--- config.mk ---
export PLATFORM = sky130hd
export DESIGN_NAME = booth_recoder
export DESIGN_NICKNAME = d
export VERILOG_FILES = /design/src/rtl/booth_recoder.sv
export SDC_FILE = /design/constraint.sdc
export NUM_CORES = 1
export LEC_CHECK = 0
export ABC_AREA = 1
export BUFFER_PORTS_ARGS = -buffer_cell sky130_fd_sc_hd__buf_2
export CAP_MARGIN = 0
export CORE_UTILIZATION = 44
export DETAILED_ROUTE_END_ITERATION = 7
export PLACE_DENSITY = 0.78
export SLEW_MARGIN = 20
export SYNTH_ARGS = -nofsm -noshare
export SYNTH_HDL_FRONTEND = slang
export SYNTH_SLANG_ARGS = --single-unit
--- constraint.sdc ---
create_clock -name clk -period 0.8 [get_ports clk]
set_input_delay 0.12 -clock clk [delete_from_list [all_inputs] [get_ports clk]]
set_output_delay 0.12 -clock clk [all_outputs]
set_load 0.01 [all_outputs]
--- src/rtl/booth_recoder.sv ---
`default_nettype none
// ============================================================================
//  Module      : booth_recoder
//  Description : Radix-4 (modified) Booth recoder for a 32-bit multiplier
//                operand. Produces 17 digits in {-2,-1,0,+1,+2}, each encoded
//                as one-hot magnitude (one/two) plus a sign flag, registered
//                with one clock of latency.
//  Revision    : 1.0 - initial release
// ============================================================================
module booth_recoder (
    input  logic        clk,
    input  logic        rst,
    input  logic        in_valid,
    input  logic [31:0] op2,
    input  logic        s_or_us,
    output logic        out_valid,
    output logic [16:0] one,
    output logic [16:0] two,
    output logic [16:0] sign
);

    localparam int c_DIGITS = 17;

    // Operand extended to 34 bits with an implicit zero below bit 0.
    // Index k of w_b_ext holds b[k-1], so b[-1] lives at w_b_ext[0].
    logic        w_ext_bit;
    logic [34:0] w_b_ext;

    logic [16:0] w_one;
    logic [16:0] w_two;
    logic [16:0] w_sign;

    logic        r_out_valid;
    logic [16:0] r_one;
    logic [16:0] r_two;
    logic [16:0] r_sign;

    // Sign-extend only in signed mode; unsigned operands get two zero bits
    // on top so the top digit can absorb op2[31] as +1.
    assign w_ext_bit = s_or_us & op2[31];
    assign w_b_ext   = {w_ext_bit, w_ext_bit, op2, 1'b0};

    // One overlapping triplet (b[2i+1], b[2i], b[2i-1]) per digit.
    generate
        for (genvar gi = 0; gi < c_DIGITS; gi++) begin : g_digit
            logic w_hi;
            logic w_mid;
            logic w_lo;

            assign w_hi  = w_b_ext[2*gi+2];
            assign w_mid = w_b_ext[2*gi+1];
            assign w_lo  = w_b_ext[2*gi];

            // Magnitude 1 when exactly one of the two low bits is set.
            assign w_one[gi]  = w_mid ^ w_lo;
            // Magnitude 2 for triplets 100 (-2) and 011 (+2).
            assign w_two[gi]  = (w_hi & ~w_mid & ~w_lo) | (~w_hi & w_mid & w_lo);
            // Negative only for nonzero digits: 111 is zero, not negative zero.
            assign w_sign[gi] = w_hi & ~(w_mid & w_lo);
        end
    endgenerate

    // Output registers: load on a valid operand, hold otherwise; reset wins.
    always_ff @(posedge clk) begin
        if (rst) begin
            r_out_valid <= 1'b0;
            r_one       <= '0;
            r_two       <= '0;
            r_sign      <= '0;
        end else begin
            r_out_valid <= in_valid;
            if (in_valid) begin
                r_one  <= w_one;
                r_two  <= w_two;
                r_sign <= w_sign;
            end
        end
    end

    assign out_valid = r_out_valid;
    assign one       = r_one;
    assign two       = r_two;
    assign sign      = r_sign;

endmodule
`default_nettype wire

==> results of run 1 <==
==> cells in the final DEF, fill, tap and decap left out <==
cell type / netlist / routed
a21oi_1: 33 / 33
a22oi_1: 1 / 1
buf_12: 0 / 3
buf_2: 4 / 36
buf_4: 1 / 11
buf_6: 6 / 51
clkbuf_1: 3 / 1
clkbuf_8: 0 / 7
conb_1: 1 / 1
dfxtp_1: 51 / 1
dfxtp_2: 0 / 50
ha_1: 15 / 15
inv_1: 45 / 45
inv_2: 4 / 4
inv_4: 1 / 1
nand2_1: 106 / 106
nand3_1: 15 / 15
nor2_1: 64 / 64
nor3_1: 1 / 1
o21ai_0: 2 / 2
==> through the flow <==
step	worst slack [ps]	util [%]	area, sq um
floorplan	11.3	-	2420
global placement	-77.6	56.9	2960
detailed placement	-105	56.9	2960
CTS	-91.9	66.2	3450
global route	-117	66.3	3450
finish	-81.5	66.3	3450
==> cells by family (layout without fill, tap and decap cells) <==
group           after synthesis  in the layout
fa+ha+maj                    15             15
simple gates                186            186
flops                        51             51
buf+inv                      65            159
other cells                   1              1
compound gates               36             36
==> final cells by class <==
type	count	area share, %
Clock buffer	8	2.90
Inverter	50	5.51
Multi-Input combinational cell	238	31.7
Tap cell	70	2.54
Timing Repair Buffer	101	26.0
Sequential cell	51	31.4
==> tightest hold or removal path, cell delays in order <==
cell and delay [ps]:
buf_2 90, inv_1 70, o21ai_0 80
==> power breakdown <==
part | total (mW) | internal (mW) | switching, mW
clock | 1.60 | 0.790 | 0.809
combinational | 1.09 | 0.546 | 0.542
sequential | 2.80 | 2.70 | 0.0964
==> sequential cells by signal (all words and copies together), names as in the netlist <==
name and count:
one 17, sign 17, two 16, out_valid 1
==> worst min-delay path by stage <==
stage / start / endpoint / slack [ps] / cells past startpoint
after floorplan: op2[0] / one[0]$_SDFFE_PP0P_ / 290 / 2
after global placement: op2[0] / one[0]$_SDFFE_PP0P_ / 420 / 3
after detailed placement: op2[0] / one[0]$_SDFFE_PP0P_ / 410 / 3
after CTS: op2[0] / one[0]$_SDFFE_PP0P_ / 90 / 3
after global routing: s_or_us / one[16]$_SDFFE_PP0P_ / 130 / 4
final: op2[0] / one[0]$_SDFFE_PP0P_ / 100 / 3
==> routing by layer <==
metal	part of all wire, %	global-route usage (%)	vias to the layer above
li1	-	-	1262
met1	45	24.9	1066
met2	49	36.2	64
met3	4.2	5.03	11
met4	2.2	9.81	0
met5	0	0	-
==> what timing repair did <==
action | 4_1_cts | 5_1_grt
setup buffers | 1 | 0
setup endpoints to repair | 51 | 52
gates resized for setup | 100 | 1
pin swaps | 0 | 2
==> results.cfg, run 1 <==
[detailed_routing]
drc = 0
route.detailed.wl_per_inst_microns = 11.3
viasPerCell = 4.64
antenna_left = 0
dr.first_iter.drc_count = 85
firstDrtPassIters = 4
vias = 2403
wl_microns = 5840

[critical_path]
critPathLaunch = one[13]$_SDFFE_PP0P_
r2r-end = two[15]$_SDFFE_PP0P_
reg2reg_depth = 5
crit_cells = 1
slowest_stage = dfxtp_2
end_kind = primary output
crit_family = flip-flops
worstPathRequired_ps = 680
critPathBufInv = 1
crit-reg2reg-launch = two[15]$_SDFFE_PP0P_
worstPathCellList = buf_6
crit_type = register to primary output
cp-endpoint = one[13]
cp_max_fo = 2
r2r_slack_ps = 60
arrival_ps = 760
cpPeakStageDelay_ps = 360
critPathLaunchType = register

[yosys]
yosysTopAreaCell = dfxtp_1
synth_top_family_by_area = simple AND/OR/NAND/NOR gates
ys_types = 18
synth_adder_area_share_pct = 7.74
ys.flop_type = dfxtp_1
yosysSeqAreaShare_pct = 42.1
synth_most_common_cell = nand2_1
synth-seq-cells = 51
yosys.area_share.simple_pct = 29.6
yosys_warnings = 0
synth_nets = 405
synthTopCellsByCount = 106 x nand2_1, 64 x nor2_1, 51 x dfxtp_1, 45 x inv_1, 33 x a21oi_1
synth_compound_area_share_pct = 7.53
syn-cell-area_sq_mm = 0.00242
postSynthCellCount = 354
muxShareOfSynthArea_pct = 0
async_flop_share_pct = 0
synth_xor_area_share_pct = 0
synth_top_area_share_pct = 42.1
syn_avg_cell_area_sq_um = 6.85
synth_edf_count = 0
yosys-top-cells-area = dfxtp_1 42%, nand2_1 16%, nor2_1 9.9%

[grt]
grt_pass1_wl_microns = 10000
grt.total_usage_pct = 21.2
grt-ovfl-total = 0
grt_pass1_vias = 2364
grt_max_degree = 25
antenna_found_initial = 0

[final_layout]
syn_to_final_growth_pct = 42.3
multi_input_area_sq_mm = 0.00109
diodes = 0
final-seq-area_sq_mm = 0.00108
layoutNonFillerInstCount = 518
finalNetCount = 498
fill_cells = 445
final_layout_size_suffix_gt1_share_pct = 36.4

[die]
die_area_sq_mm = 0.00581
io_pins = 88
num_rows = 26
coreArea_sq_mm = 0.00520
die_h_microns = 76.2
fp.dieW_microns = 76.2
initial_core_util_pct = 46.6

[sta]
tns_ps = -3310
rsz0062_at_grt = yes
hold_slack_ps = 96.7
setup_viol = 51
fin_crit_sh_pct = 110
setup_ws_ps = -81.5
report.final.slew_viol_count = 0
fin_crit_ps = 882
fmax_ghz = 1.13
fin_skew_ps = 0
hold_violations = 0

[power]
ir_worst_vdd_uv = 819
finalPower_mw = 5.49
powerDensity_mw_per_mm2 = 1590
leakagePower_nw = 1.90

[placement]
dp_cells = 509
gp_congestion = 0.830
dpl.hpwl_microns = 4270
numPortBuffers = 86

[clock_tree]
cts_max_path_buffers = 2
cts_root_buf = clkbuf_8
worstSkewPairLatency_ps = 300
cts_tree = yes
hold_buffers = 0
cts.sinks = 51
htree_levels = 2
cts.clk_slew.worst_paths_ps = 90
cts_buffers = 5

[status]
violations = setup timing
status = complete, but fails checks

[job]
drv_cap = 0

[min_path]
hold_path_class = input port to register
Note: power is estimated with default switching activity, not from simulation.
==> run 2: changes to the inputs <==
Settings changed: CORE_UTILIZATION 44 to 47, PLACE_DENSITY 0.78 to 0.79, SETUP_SLACK_MARGIN from default to 0.05.
Clock period 0.8 ns to 0.98 ns, I/O delays scaled along.
==> run 2 against run 1 <==
The flow now finishes without violations. Die area down 6.2%. First-iteration DRC count rose by 49%. Cell area decreased by 2.8%. Total power is 19% lower. Critical path type unchanged. Largest cell class unchanged. Largest power group unchanged.
==> results.cfg, run 2 (same netlist as run 1, synthesis figures left out) <==
[power]
p_clk_share_pct = 29.5
powerDensity_mw_per_mm2 = 1320
p_int_mw = 3.26
finalPower_mw = 4.44
swShare_pct = 26.5
power_frac_seq_pct = 51.4
pwr-share-comb_pct = 19.2
ir_worst_vdd_uv = 728
leakagePower_nw = 1.88
p_switching_mw = 1.18

[sta]
fin_crit_sh_pct = 93.4
fin_crit_ps = 915
tns_ps = 0
fmax_ghz = 1.09
report.final.slew_viol_count = 0
setup_viol = 0
hold_violations = 0
fin_skew_ps = 0
rsz0062_at_grt = yes

[final_layout]
layout_commonest_cell = nand2_1
finalNetCount = 496
fill_cells = 387
final_cell_mix = 106 x nand2_1, 64 x nor2_1, 50 x dfxtp_2, 49 x buf_2, 45 x inv_1
diodes = 0
syn_to_final_growth_pct = 38.4
final_layout_size_suffix_gt1_share_pct = 36.1

[critical_path]
critPathBufInv = 1
critPathLaunchType = register
crit_family = flip-flops
worstPathCellList = buf_6
critPathLaunch = two[11]$_SDFFE_PP0P_
arrival_ps = 770
end_kind = primary output
cp_max_fo = 2
crit_type = register to primary output
worstPathRequired_ps = 830
cpPeakStageDelay_ps = 360
crit-reg2reg-launch = two[0]$_SDFFE_PP0P_
slowest_stage = dfxtp_2

[detailed_routing]
vias = 2432
wl_microns = 5900
antenna_left = 0
route.detailed.wl_per_inst_microns = 11.5
viasPerCell = 4.74
drc = 0
dr.first_iter.drc_count = 127
firstDrtPassIters = 4

[die]
num_rows = 25
coreArea_sq_mm = 0.00485
fp.dieW_microns = 73.8
initial_core_util_pct = 50.0
die_h_microns = 73.8
io_pins = 88
die_area_sq_mm = 0.00545

[status]
status = completed

[min_path]
hold_path_class = input port to register
worstHoldStart = s_or_us

[clock_tree]
cts.sinks = 51
worstSkewPairLatency_ps = 290
htree_levels = 2
cts.clk_slew.worst_paths_ps = 90
hold_buffers = 0
cts_tree = yes
cts_max_path_buffers = 2
cts_root_buf = clkbuf_8
cts_buffers = 5

[grt]
grt.total_usage_pct = 21.7
grt_pass1_vias = 2249
grt_max_degree = 22
grt-ovfl-total = 0
grt_pass1_wl_microns = 9180
antenna_found_initial = 0

[placement]
dpl.hpwl_microns = 4170
numPortBuffers = 86
gp_congestion = 0.782

[job]
drv_cap = 0
[run 2: cell count changes in the layout (fill, tap and decap cells not counted)]
cell    before  now
buf_4       11   10
buf_6       51   36
buf_2       36   49
buf_12       3    4
[run 2: power groups by stage]
stage / Clock [mW] / Sequential (mW) / Combinational [mW]
floorplan: 0 / 2.34 / 0.381
global placement: 0 / 2.28 / 0.724
detailed placement: 0 / 2.29 / 0.743
CTS: 1.35 / 2.25 / 0.747
global route: 1.42 / 2.29 / 0.960
finish: 1.31 / 2.28 / 0.851
[run 2: worst reg2reg max path, stage by stage, from the launching register on]
cell	delay, ps
dfxtp_2	320
buf_4	120
a22oi_1	180
nor2_1	50
[run 2: layout make-up]
class | count | area, sq um | area share (%)
Timing Repair Buffer | 99 | 806 | 24.0
Inverter | 50 | 190 | 5.67
Clock buffer | 8 | 100 | 2.98
Tap cell | 67 | 83.8 | 2.50
Sequential cell | 51 | 1080 | 32.3
Multi-Input combinational cell | 238 | 1090 | 32.6
[run 2: final timing paths]
| kind | endpoint | slack [ps] | depth (start not counted) |
|---|---|---|---|
| setup / recovery | two[11] | 70 | 1 |
| hold / removal | one[16]$_SDFFE_PP0P_ | 140 | 4 |
| setup reg to reg | two[0]$_SDFFE_PP0P_ | 210 | 3 |
| hold reg to reg | sign[16]$_SDFFE_PP0P_ | 450 | 2 |
[run 2: per-layer routing]
layer / global-route usage (%) / part of all wire [%]
met3: 5.08 / 6.3
met4: 9.83 / 1.4
met5: 0 / 0
met2: 36.6 / 49
met1: 26.2 / 43
[run 2: repair_timing]
| item | CTS | global route |
|---|---|---|
| gates resized for setup | 23 | 64 |
| buffers inserted | 0 | 5 |
| endpoints found under the setup margin | 23 | 49 |
| cloned | 0 | 0 |
[run 2: stage by stage]
stage	cells	area, sq um	setup WS (ps)	utilization (%)	hold WS (ps)
final	513	3360	65.0	69.2	135
after global routing	513	3360	31.8	69.2	139
after CTS	508	3060	47.4	63.0	128
after detailed placement	500	2930	17.9	60.4	437
after global placement	500	2930	75.5	60.4	441
after floorplan	354	2420	164	-	313
